**src/rtl/acc_sched.sv**
```systemverilog
`default_nettype none
// ============================================================================
// Module   : acc_sched
// Purpose  : Two-requester round-robin scheduler for an external accumulator.
//            Each granted operation walks IDLE -> SETUP -> PULSE -> SAMPLE ->
//            DONE. The winner's operand is presented on acc_d, and one
//            registered strobe is issued on acc_clk. The accumulator output
//            is captured into result, and the winner receives a one-cycle ack.
// Ports    : clk            system clock (rising edge)
//            rst            asynchronous active-low reset
//            req0/d0/ack0   requester 0 level request, operand, done pulse
//            req1/d1/ack1   requester 1 level request, operand, done pulse
//            acc_d          operand to accumulator d input
//            acc_clk        accumulate strobe to accumulator clock input
//            acc_q          accumulator output
//            result         acc_q captured for the completed operation
//            grant          index of the requester owning the operation
//            busy           high in every state except IDLE
//            cnt0/cnt1      8-bit saturating per-requester completion counts
//                           (present only when ACC_SCHED_STATS_EN is defined)
// Options  : ACC_SCHED_STATS_EN - adds the cnt0/cnt1 ports and counters.
// Revision : 1.0 - initial release
// ============================================================================
module acc_sched #(
    parameter int W = 4
) (
    input  logic         clk,
    input  logic         rst,
    input  logic         req0,
    input  logic [W-1:0] d0,
    output logic         ack0,
    input  logic         req1,
    input  logic [W-1:0] d1,
    output logic         ack1,
    output logic [W-1:0] acc_d,
    output logic         acc_clk,
    input  logic [W-1:0] acc_q,
    output logic [W-1:0] result,
    output logic         grant,
`ifdef ACC_SCHED_STATS_EN
    output logic [7:0]   cnt0,
    output logic [7:0]   cnt1,
`endif
    output logic         busy
);

    typedef enum logic [2:0] {
        S_IDLE   = 3'd0,
        S_SETUP  = 3'd1,
        S_PULSE  = 3'd2,
        S_SAMPLE = 3'd3,
        S_DONE   = 3'd4
    } state_t;

    state_t state_q;
    logic   last_q;     // requester served most recently
    logic   win_d;      // arbitration winner for a grant taken this cycle

    // A lone request wins outright; on a tie, the requester not served last wins.
    assign win_d = (req0 && req1) ? ~last_q : req1;

    always_ff @(posedge clk or negedge rst) begin
        if (!rst) begin
            state_q <= S_IDLE;
            last_q  <= 1'b1;    // lets requester 0 win the first tie
            grant   <= 1'b0;
            acc_d   <= '0;
            acc_clk <= 1'b0;
            result  <= '0;
            ack0    <= 1'b0;
            ack1    <= 1'b0;
            busy    <= 1'b0;
        end else begin
            case (state_q)
                S_IDLE: begin
                    if (req0 || req1) begin
                        grant   <= win_d;
                        last_q  <= win_d;
                        acc_d   <= win_d ? d1 : d0;
                        busy    <= 1'b1;
                        state_q <= S_SETUP;
                    end
                end
                S_SETUP: begin
                    // Registered strobe: high for exactly the PULSE cycle.
                    acc_clk <= 1'b1;
                    state_q <= S_PULSE;
                end
                S_PULSE: begin
                    acc_clk <= 1'b0;
                    state_q <= S_SAMPLE;
                end
                S_SAMPLE: begin
                    result  <= acc_q;
                    ack0    <= ~grant;
                    ack1    <= grant;
                    state_q <= S_DONE;
                end
                S_DONE: begin
                    ack0    <= 1'b0;
                    ack1    <= 1'b0;
                    busy    <= 1'b0;
                    state_q <= S_IDLE;
                end
                default: begin
                    acc_clk <= 1'b0;
                    ack0    <= 1'b0;
                    ack1    <= 1'b0;
                    busy    <= 1'b0;
                    state_q <= S_IDLE;
                end
            endcase
        end
    end

`ifdef ACC_SCHED_STATS_EN
    // Completion counters step once per DONE cycle and stick at 255.
    always_ff @(posedge clk or negedge rst) begin
        if (!rst) begin
            cnt0 <= 8'd0;
            cnt1 <= 8'd0;
        end else if (state_q == S_DONE) begin
            if (!grant && cnt0 != 8'hFF) begin
                cnt0 <= cnt0 + 8'd1;
            end
            if (grant && cnt1 != 8'hFF) begin
                cnt1 <= cnt1 + 8'd1;
            end
        end
    end
`endif

endmodule
`default_nettype wire

```
**config.mk**
```make
export PLATFORM = sky130hd
export DESIGN_NAME = acc_sched
export DESIGN_NICKNAME = d
export VERILOG_FILES = /design/src/rtl/acc_sched.sv
export SDC_FILE = /design/constraint.sdc
export NUM_CORES = 1
export LEC_CHECK = 0
export CORE_MARGIN = 1
export CORE_UTILIZATION = 44
export DETAILED_ROUTE_END_ITERATION = 7
export PLACE_DENSITY = 0.86
export SLEW_MARGIN = 20
export SYNTH_ARGS = -nofsm -noshare
export SYNTH_HDL_FRONTEND = slang
export SYNTH_SLANG_ARGS = --single-unit
```
**constraint.sdc**
```tcl
create_clock -name clk -period 2.6 [get_ports clk]
set_input_delay 0.52 -clock clk [delete_from_list [all_inputs] [get_ports clk]]
set_output_delay 0.52 -clock clk [all_outputs]
set_load 0.05 [all_outputs]
```
# Yosys cells after proc, flatten, opt, wreduce, memory -nomap -nowiden
# Index checks and enable logic that the tools add are counted.
# op_classes
reduce_logical,8
n_eq_ne,5
muxes,9
n_bitwise,3
# op_table
cell,n
3-bit case mux with 4 select lines,1
3-bit OR reduction,3
1-bit case mux with 2 select lines,4
3-bit by 2-bit equality test with 1-bit output (second input constant),2
4-bit 2-to-1 mux,1
2-bit AND reduction,2
3-bit by 1-bit equality test with 1-bit output (second input constant),1
3-bit equality test (second input constant),1
3-bit logical NOT,1
3-bit 2-to-1 mux,1
1-bit NOT,3
1-bit 2-to-1 mux,2
2-bit inequality test (second input constant),1
1-bit logical AND,1
1-bit logical OR,1
# word_totals
elab_cells,34
output_inout_bits,13
reg_bits,17
inputBits,16

# Depth between registers and ports, before layout
# logic_depth
ltp_word,4
depth_mapped,4
ltp_nobuf,3

# Worst setup path before layout
# Ideal clock, no wire load.
# synth_path
path_type,reg2reg
start,reg state_q[1]
end,reg grant
arrival_time_ns,1.183
required_ns,2.523
n_path_buf,1
path_slack_ns,1.340
stages_incl_launch_ff,5
setup_time_ns,0.077
synth_period_minus_slack_ns,1.260
cell_sequence,dfrtp_1 buf_6 nor3_4 mux2_2 o21ai_1
# synth_between
elab_chain_cells,2
# synth_lines
item,line_no,rtl
start: declaration,55,state_t state_q;
start signal: assignment,64,state_q <= S_IDLE;
start signal: assignment,81,state_q <= S_SETUP;
start signal: assignment,87,state_q <= S_PULSE;
3-bit logical NOT,74,case (state_q)
2-bit AND reduction (no source line),-,
end signal: assignment,77,grant <= win_d;
end: declaration,39,"output logic grant,"
# No other way between the ends.
# A chain may end at the register's enable or synchronous reset.

# Final worst setup path
# layout_path
start,reg acc_d[1]
end,out acc_d[1]
# layout_rtl
item,line_no,rtl
start: declaration,35,"output logic [W-1:0] acc_d,"
start signal: assignment,79,acc_d <= win_d ? d1 : d0;
# No word-level cell between the ends.

==> results.cfg <==
[status]
status = complete, no violations

[die]
num_rows = 14
die_y_um = 43.1
io_pins = 29
core-area_um2 = 1540
dieArea_um2 = 1850
initial_core_util_pct = 48.1
die_w_um = 43.1

[route]
dr.pass1.iters = 4
ant_nets = 0
drt_iter0_drc = 7
vias = 566
drc_errors = 0
viasPerCell = 5.39
routedWlPerCell_um = 13.9
wirelength_um = 1460

[critical_path]
crit_buf_inv = 1
r2r_cells = 3
arrival_ns = 1.50
critPathTopFamily = buffers and inverters
rr_startpoint = state_q[1]
crit_chain = clkdlybuf4s50_1
startpoint = acc_d[1]
slowest_delay_ns = 0.82
worstSetupStartpointType = register
worstSetupEndpointType = output pin
crit_path_top_delay_cell = clkdlybuf4s50_1
worst_ep_required_time_ns = 2.08
path_class = register to output pin
worst-path-stages = 1
critPathMaxFanout = 2

[global_routing]
grt_pass1_vias = 601
antenna_found_initial = 0
grt_use_total_pct = 18.2
grt_first_pass_wirelength_um = 2530
grt_max_degree = 18
grt_overflow = 0

[logic_synthesis]
ys_seq_area_share_pct = 57.5
syn_area_per_cell_um2 = 12.6
yosysWarnings = 0
synth_area_um2 = 742
ys_ff_latch = 17
syn_inst = 59
synth.distinct_cells = 26
syn_nets = 75

[cells_and_area]
n_antenna_cell = 0
final_common_cell = clkdlybuf4s50_1
drive_gt1_share_pct = 14.6
mostFrequentLayoutCells = 28 x clkdlybuf4s50_1, 16 x dfrtp_1, 5 x mux2_2
seqCellArea_um2 = 427
fillCellCount = 124
syn_to_final_growth_pct = 41.8
multi_input_area_um2 = 284
stdcell_area_um2 = 1050
nNetsFinal = 106

[clock_tree]
cts_root_buf = clkbuf_4
cts_sinks = 17
cts_tree = yes
cts_setup_buffers = 0
cts_buffer_depth = 2
path_clk_slew_ns = 0.10
cts_buffers = 3
ctsHoldBuffers = 0
clk_latency_ns = 0.29
cts-resized-gates = 0
htree_levels = 1

[sta]
period_minus_slack_ns = 2.02
skew_ns = 0.00831
setup_violations = 0
hold_slack_ns = 0.502
finalSetupTns_ns = 0
rsz0062_at_grt = no
finalCritPeriodShare_pct = 77.9
worst_pin_slew_ns = 0.751
finalHoldViolations = 0
max_slew_margin_pct = 49.8
fmax_mhz = 494
slew_violations = 0

[min_path]
hold_start = busy
holdPathStages = 1
holdCritPathClass = register to register

[power_and_ir_drop]
ir_drop_uv = 978
power_density_nw_per_um2 = 1460
p_leak_nw = 0.449
p_total_mw = 1.54

[placement]
dp_hpwl_um = 1120
place_congestion = 0.845
placed_area_um2 = 1030
io_buffers = 28

[job]
cap_violations = 0
-- kinds of logic after synthesis --
logic type,share of synthesized area (%)
flip-flops,57.5
AO/OA/AOI/OAI,17.9
AND/OR/NAND/NOR,10.3
multiplexers,8.94
buffers and inverters,4.21
XOR/XNOR,1.18
-- final cells by class --
class / count / share of cell area [%]
inverters: 4 / 1.43
clock buffers: 4 / 2.50
well taps: 16 / 1.90
multi-input cells: 36 / 27.0
flip-flops and latches: 17 / 40.5
repair buffers: 28 / 26.6
-- synthesized netlist by cell type, drive strengths merged --
library cell,number,area share [%]
o21ai,1,0.67
nand2b,1,0.84
nor3,3,3.5
a21oi,2,1.3
xnor2,1,1.2
inv,4,2.0
mux2,5,7.6
nand2,3,1.9
buf,1,1.5
a31oi,1,0.84
o21a,1,2.0
nor2b,1,0.84
o32ai,4,4.7
mux2i,1,1.3
nor2,3,1.5
a21bo,1,1.3
and2b,1,1.0
a21o,1,1.0
a22o,1,1.2
a2bb2oi,4,4.7
dfrtp,16,54
dfstp,1,3.5
nand3,1,0.67
clkbuf,1,0.67
-- routing by layer --
layer  vias up  GRT usage, %  wire (um)
li1        271             -          -
met1       275          23.4        656
met2        18          29.4        701
met3         2          5.53         71
met4         0          6.06         27
met5         -             0          0
-- path summary, 6_finish.rpt --
kind | endpoint | slack [ns]
setup / recovery | acc_d[1] | 0.58
hold / removal | busy | 0.50
setup reg to reg | grant | 1.21
hold reg to reg | busy | 0.50
max in group asynchronous | busy | 1.46
min in group asynchronous | acc_d[1] | 0.66
-- power by group --
group / switching (mW) / internal [mW]
clock network: 0.0789 / 0.0595
registers: 0.118 / 0.399
logic: 0.520 / 0.361
total: 0.717 / 0.820
-- state kept, by name, indices dropped and copies added (netlist names) --
register,count
acc_d,4
result,4
state_q,3
acc_clk,1
ack0,1
ack1,1
busy,1
grant,1
last_q,1
-- stage by stage --
stage          std cells  setup slack, ns  utilization, %
3_5_place_dp         101            0.839            66.6
4_1_cts              105            0.567            68.3
6_report             105            0.576            68.3
5_1_grt              105            0.530            68.3
3_3_place_gp         101            0.854            66.6
2_1_floorplan         59             1.34               -
No activity file was read; power rests on OpenSTA's default activity.
